--- src/rtl/snake_move_ctrl.sv ---
// Snake head movement controller: advances the head one grid cell per
// game-tick toggle, arbitrates direction keys, detects wall hits and
// tracks snake length. All outputs are registered.
module snake_move_ctrl #(
  parameter int GRID_W   = 40,
  parameter int GRID_H   = 30,
  parameter int START_X  = 20,
  parameter int START_Y  = 15,
  parameter int INIT_LEN = 3,
  parameter int MAX_LEN  = 63
) (
  input  logic       CLK_40M,
  input  logic       RST,
  input  logic       tick_tgl,
  input  logic       key_up,
  input  logic       key_down,
  input  logic       key_left,
  input  logic       key_right,
  input  logic       eat,
  input  logic       restart,
  output logic [5:0] head_x,
  output logic [4:0] head_y,
  output logic [1:0] dir,
  output logic [5:0] length,
  output logic       step_pulse,
  output logic       game_over,
  output logic       running
);

  typedef enum logic [1:0] {S_IDLE, S_RUN, S_OVER} state_t;

  localparam logic [1:0] D_UP    = 2'd0;
  localparam logic [1:0] D_DOWN  = 2'd1;
  localparam logic [1:0] D_LEFT  = 2'd2;
  localparam logic [1:0] D_RIGHT = 2'd3;

  localparam logic [5:0] SX    = 6'(START_X);
  localparam logic [4:0] SY    = 5'(START_Y);
  localparam logic [5:0] X_MAX = 6'(GRID_W - 1);
  localparam logic [4:0] Y_MAX = 5'(GRID_H - 1);
  localparam logic [5:0] L_INI = 6'(INIT_LEN);
  localparam logic [5:0] L_MAX = 6'(MAX_LEN);

  state_t     state_q, state_d;
  logic [5:0] x_q, x_d;
  logic [4:0] y_q, y_d;
  logic [1:0] dir_q, dir_d;
  logic [1:0] pend_q, pend_d;
  logic [5:0] len_q, len_d;
  logic       pulse_q, pulse_d;
  logic       over_q, run_q;
  logic       tick_q;

  logic       step_evt;
  logic       key_any;
  logic [1:0] key_dir;
  logic       wall;
  logic [5:0] nx;
  logic [4:0] ny;

  // Delay the toggle by one cycle; any level change is one step event.
  always_ff @(posedge CLK_40M or posedge RST) begin
    if (RST) tick_q <= 1'b0;
    else     tick_q <= tick_tgl;
  end

  assign step_evt = tick_tgl ^ tick_q;

  // Fixed-priority key arbitration: up > down > left > right.
  always_comb begin
    key_any = key_up | key_down | key_left | key_right;
    key_dir = D_RIGHT;
    if      (key_up)   key_dir = D_UP;
    else if (key_down) key_dir = D_DOWN;
    else if (key_left) key_dir = D_LEFT;
  end

  // Candidate next head cell in the pending direction and its wall check.
  always_comb begin
    nx   = x_q;
    ny   = y_q;
    wall = 1'b0;
    case (pend_q)
      D_UP:    begin wall = (y_q == 5'd0);  ny = y_q - 5'd1; end
      D_DOWN:  begin wall = (y_q == Y_MAX); ny = y_q + 5'd1; end
      D_LEFT:  begin wall = (x_q == 6'd0);  nx = x_q - 6'd1; end
      default: begin wall = (x_q == X_MAX); nx = x_q + 6'd1; end
    endcase
  end

  // Game FSM next-state: moves, key latching, growth, restart override.
  always_comb begin
    state_d = state_q;
    x_d     = x_q;
    y_d     = y_q;
    dir_d   = dir_q;
    pend_d  = pend_q;
    len_d   = len_q;
    pulse_d = 1'b0;
    case (state_q)
      S_IDLE: begin
        // First key starts the game; no reversal check from standstill.
        if (key_any) begin
          state_d = S_RUN;
          dir_d   = key_dir;
          pend_d  = key_dir;
        end
      end
      S_RUN: begin
        // Opposite directions differ only in bit 0.
        if (key_any && (key_dir != (dir_q ^ 2'b01)))
          pend_d = key_dir;
        if (eat)
          len_d = (len_q >= L_MAX) ? L_MAX : len_q + 6'd1;
        if (step_evt) begin
          dir_d = pend_q;
          if (wall) begin
            state_d = S_OVER;
          end else begin
            x_d     = nx;
            y_d     = ny;
            pulse_d = 1'b1;
          end
        end
      end
      default: ;
    endcase
    if (restart) begin
      state_d = S_IDLE;
      x_d     = SX;
      y_d     = SY;
      dir_d   = D_RIGHT;
      pend_d  = D_RIGHT;
      len_d   = L_INI;
      pulse_d = 1'b0;
    end
  end

  // State and output registers; status flags follow the next state.
  always_ff @(posedge CLK_40M or posedge RST) begin
    if (RST) begin
      state_q <= S_IDLE;
      x_q     <= SX;
      y_q     <= SY;
      dir_q   <= D_RIGHT;
      pend_q  <= D_RIGHT;
      len_q   <= L_INI;
      pulse_q <= 1'b0;
      over_q  <= 1'b0;
      run_q   <= 1'b0;
    end else begin
      state_q <= state_d;
      x_q     <= x_d;
      y_q     <= y_d;
      dir_q   <= dir_d;
      pend_q  <= pend_d;
      len_q   <= len_d;
      pulse_q <= pulse_d;
      over_q  <= (state_d == S_OVER);
      run_q   <= (state_d == S_RUN);
    end
  end

  assign head_x     = x_q;
  assign head_y     = y_q;
  assign dir        = dir_q;
  assign length     = len_q;
  assign step_pulse = pulse_q;
  assign game_over  = over_q;
  assign running    = run_q;

endmodule

--- config.mk ---
export PLATFORM = sky130hd
export DESIGN_NAME = snake_move_ctrl
export DESIGN_NICKNAME = d
export VERILOG_FILES = /design/src/rtl/snake_move_ctrl.sv
export SDC_FILE = /design/constraint.sdc
export NUM_CORES = 1
export LEC_CHECK = 0
export CORE_AREA = 3 3 63 65
export CTS_BUF_LIST = sky130_fd_sc_hd__clkbuf_4 sky130_fd_sc_hd__clkbuf_8
export DETAILED_ROUTE_END_ITERATION = 8
export DIE_AREA = 0 0 66 68
export GPL_ROUTABILITY_DRIVEN = 0
export PLACE_DENSITY = 0.82
export REMOVE_ABC_BUFFERS = 1
export SETUP_SLACK_MARGIN = 0.05
export SYNTH_ARGS = -nofsm -noshare
export SYNTH_HDL_FRONTEND = slang
export SYNTH_SLANG_ARGS = --single-unit
export TNS_END_PERCENT = 100
--- constraint.sdc ---
create_clock -name CLK_40M -period 2.5 [get_ports CLK_40M]
set_input_delay 0.5 -clock CLK_40M [delete_from_list [all_inputs] [get_ports CLK_40M]]
set_output_delay 0.5 -clock CLK_40M [all_outputs]
set_load 0.05 [all_outputs]
==> summary.txt <==
Outcome
  – Status: finished, final reports clean

Die
  – Initial Util: between 40 and 50%
  – Core area: 3390 µm²
  – Die W: between 60 and 70 µm
  – Site Rows: 21
  – I/O Pins: 31
  – Die Footprint: ~4500 µm²
  – Chip height: about 68 µm

Synthesis
  – Synth Area in Compound Gates: between 10% and 20%
  – Yosys warning count: 0
  – Cell count after synthesis: 179
  – Ys async rst share: between 90% and 100%
  – EDFF count, synth: 0
  – Cell area after synthesis: between 1500 and 2000 µm²
  – Largest family of logic cells by synthesized area: simple AND/OR/NAND/NOR gates
  – Post-Synth Adder-Cell Area: 8.32%
  – Register area share after synthesis: 41.0%
  – Synth Flop Type: dfrtp_1
  – Simple-Gate Fraction of Synth Area: between 20% and 30%
  – Synth Area in XOR/XNOR: under 10%
  – Synthesized flop and latch total: 27
  – Mux cell area share after synthesis: 6.32%
  – Mean post-synth cell area: 9.41 µm²
  – Count of cell types in the netlist: 36

Route
  – DRC viols: 0
  – Final WL: between 3 and 4 mm
  – TritonRoute pass-1 iters: 4
  – ANT nets after route: 0
  – Vias per cell: about 5.6
  – Vias: around 1,500
  – Drt wl/cell: around 14 µm
  – Drt initial violations: 80

Timing
  – RSZ-0062 raised after global routing: false
  – Tcrit/Tclk final: between 90% and 100%
  – Final-report hold violation count: 0
  – Fin. max-slew vios: 0
  – Setup ws final: 0.197 ns
  – Minimum clock period after layout: approximately 2.3 ns
  – Clock skew: between 0.002 and 0.0025 ns
  – Rel. slew slack: between 60% and 70%
  – Worst-Margin Slew: ~0.5 ns
  – Setup TNS Final: 0 ns
  – FMAX: roughly 430 MHz
  – Final setup vio count: 0

Placed design
  – DP Wirelength: between 2 and 3 mm
  – Setup slack at placement: 0.173 ns
  – Buffers on Ports: 30
  – Placed standard-cell area: slightly above 2000 µm²

Pwr
  – Pleak: 0.000887 µW
  – PD cells: between 400 and 500 nW/µm²
  – VDD IR max: around 240 µV

Clock tree
  – Num CTS Buffers: 3
  – CTS H-tree lvls: 1
  – CTS tree: yes
  – TritonCTS Sinks: 27
  – Clock buffer depth: 2
  – CTS root buffer: clkbuf_4
  – Worst-path clk slew: roughly 0.15 ns
  – Skew-Pair Late Insertion Delay: roughly 0.33 ns
  – Cts hold-fix bufs: 0

Global routing
  – Initial antenna violation count: 0
  – First-pass GRT wire length: about 6 mm
  – Vias in the first global route: ~1,400
  – Largest net degree at the start of global routing: 28
  – Gr ovfl total: 0
  – Total GRT Usage: 17.4%

Final layout
  – Most frequent cells in the layout: 30 x clkdlybuf4s50_1, 15 x nor2_1, 15 x dfrtp_1
  – Multi-input gate area: roughly 950 µm²
  – Share of cells above drive strength 1: 15.3%
  – Final #Nets: about 240
  – Final core occ: 62.5%
  – Area Growth Syn to Fin: 25.9%
  – Commonest non-fill, non-tap cell in the layout: clkdlybuf4s50_1
  – Area of all placed cells without fillers: 2120 µm²
  – Antenna diodes: 0
  – Register area: 691 µm²
  – Fill cell count: roughly 280

Critical path
  – CP required: around 2.7 ns
  – Flop2flop setup slack: slightly below 0.2 ns
  – Reg-to-Reg End: head_x[5]
  – FF-to-FF Start: pend_q[0]
  – Worst Setup Start Kind: flip-flop
  – Cells on worst reg2reg path: 8
  – Crit-path max FO: 6
  – Crit Path Category: flip-flop to flip-flop
  – Setup crit end kind: flip-flop
  – Critical path data arrival time: between 2 and 3 ns

Hold path
  – Hold Path Class: primary input to asynchronous set/reset pin

Run
  – MaxCap Viol Count: 0
[logic make-up (layout without fill, tap and decap cells)]
logic type                 Yosys count  in the layout
and+or+nand+nor                     70             70
AOI/OAI and AO/OA                   43             43
DFF                                 27             27
buffers and inverters               12             49
adders and majority gates           10             10
muxes                               10             10
xor gates and xnor gates             7              7
[report_power, final]
| part | switching [µW] | total, µW | internal, µW |
|---|---|---|---|
| Combinational | 200 | 343 | 143 |
| Clock | 136 | 198 | 61.3 |
| Sequential | 34.8 | 511 | 476 |
[cell type report]
| class | count | area share (%) |
|---|---|---|
| multi-input combinational | 140 | 44.8 |
| clock buffer | 3 | 1.06 |
| clock inverter | 1 | 0.354 |
| tap | 46 | 2.72 |
| inverter | 5 | 0.885 |
| timing repair buffer | 40 | 17.6 |
| sequential | 27 | 32.6 |
[synth_stat cells (all sizes together), types with 5 or more instances]
| master | n | area, µm² |
|---|---|---|
| inv | 5 | 18.8 |
| nor2 | 15 | 56.3 |
| nor2b | 5 | 31.3 |
| a21oi | 14 | 70.1 |
| mux2i | 5 | 50.1 |
| nor3 | 8 | 40.0 |
| xnor2 | 5 | 43.8 |
| ha | 8 | 100 |
| mux2 | 5 | 56.3 |
| a211oi | 5 | 37.5 |
| o21ai | 14 | 70.1 |
| nand3 | 6 | 30.0 |
| dfrtp | 15 | 375 |
| dfstp | 12 | 315 |
| nand2 | 9 | 33.8 |
[metal layers]
metal,track usage (%),share of wire (%)
met1,23.3,49
met2,29.9,47
met3,1.97,3.2
met4,4.57,0.91
met5,0,0
[critical path: stages (launching register included)]
cell	delay (ns)
dfstp_2	0.60
nand2b_1	0.15
inv_1	0.12
ha_1	0.30
a211oi_1	0.25
nor2_1	0.11
mux2i_1	0.14
a211oi_2	0.19
mux2_2	0.35
[through the flow]
step,total power (µW),hold WS (ns),std cells
global route,1120,0.523,262
global placement,846,0.495,256
floorplan,743,0.459,172
finish,1050,0.498,262
detailed placement,853,0.488,256
CTS,1050,0.501,260
[worst max-delay path by stage]
stage,from,end,cells after the start
3_3_place_gp,pend_q[0],head_y[4],7
6_report,pend_q[0],head_x[5],8
5_1_grt,pend_q[0],head_x[5],8
3_5_place_dp,pend_q[1],head_x[5],8
2_1_floorplan,head_y[2],head_x[3],5
4_1_cts,pend_q[1],head_x[5],8
[state kept, by name (all words and copies together) (netlist names)]
register	count
head_x	6
length	6
head_y	5
dir	2
pend_q	2
state_q	2
game_over	1
running	1
step_pulse	1
tick_q	1
[timing repair]
| item | in CTS | in global routing |
|---|---|---|
| setup buffers | 0 | 2 |
| endpoints found under the hold margin | 0 | 0 |
| gates resized for setup | 0 | 2 |
| setup endpoints to repair | 0 | 5 |
(Power assumes the default switching activity.)
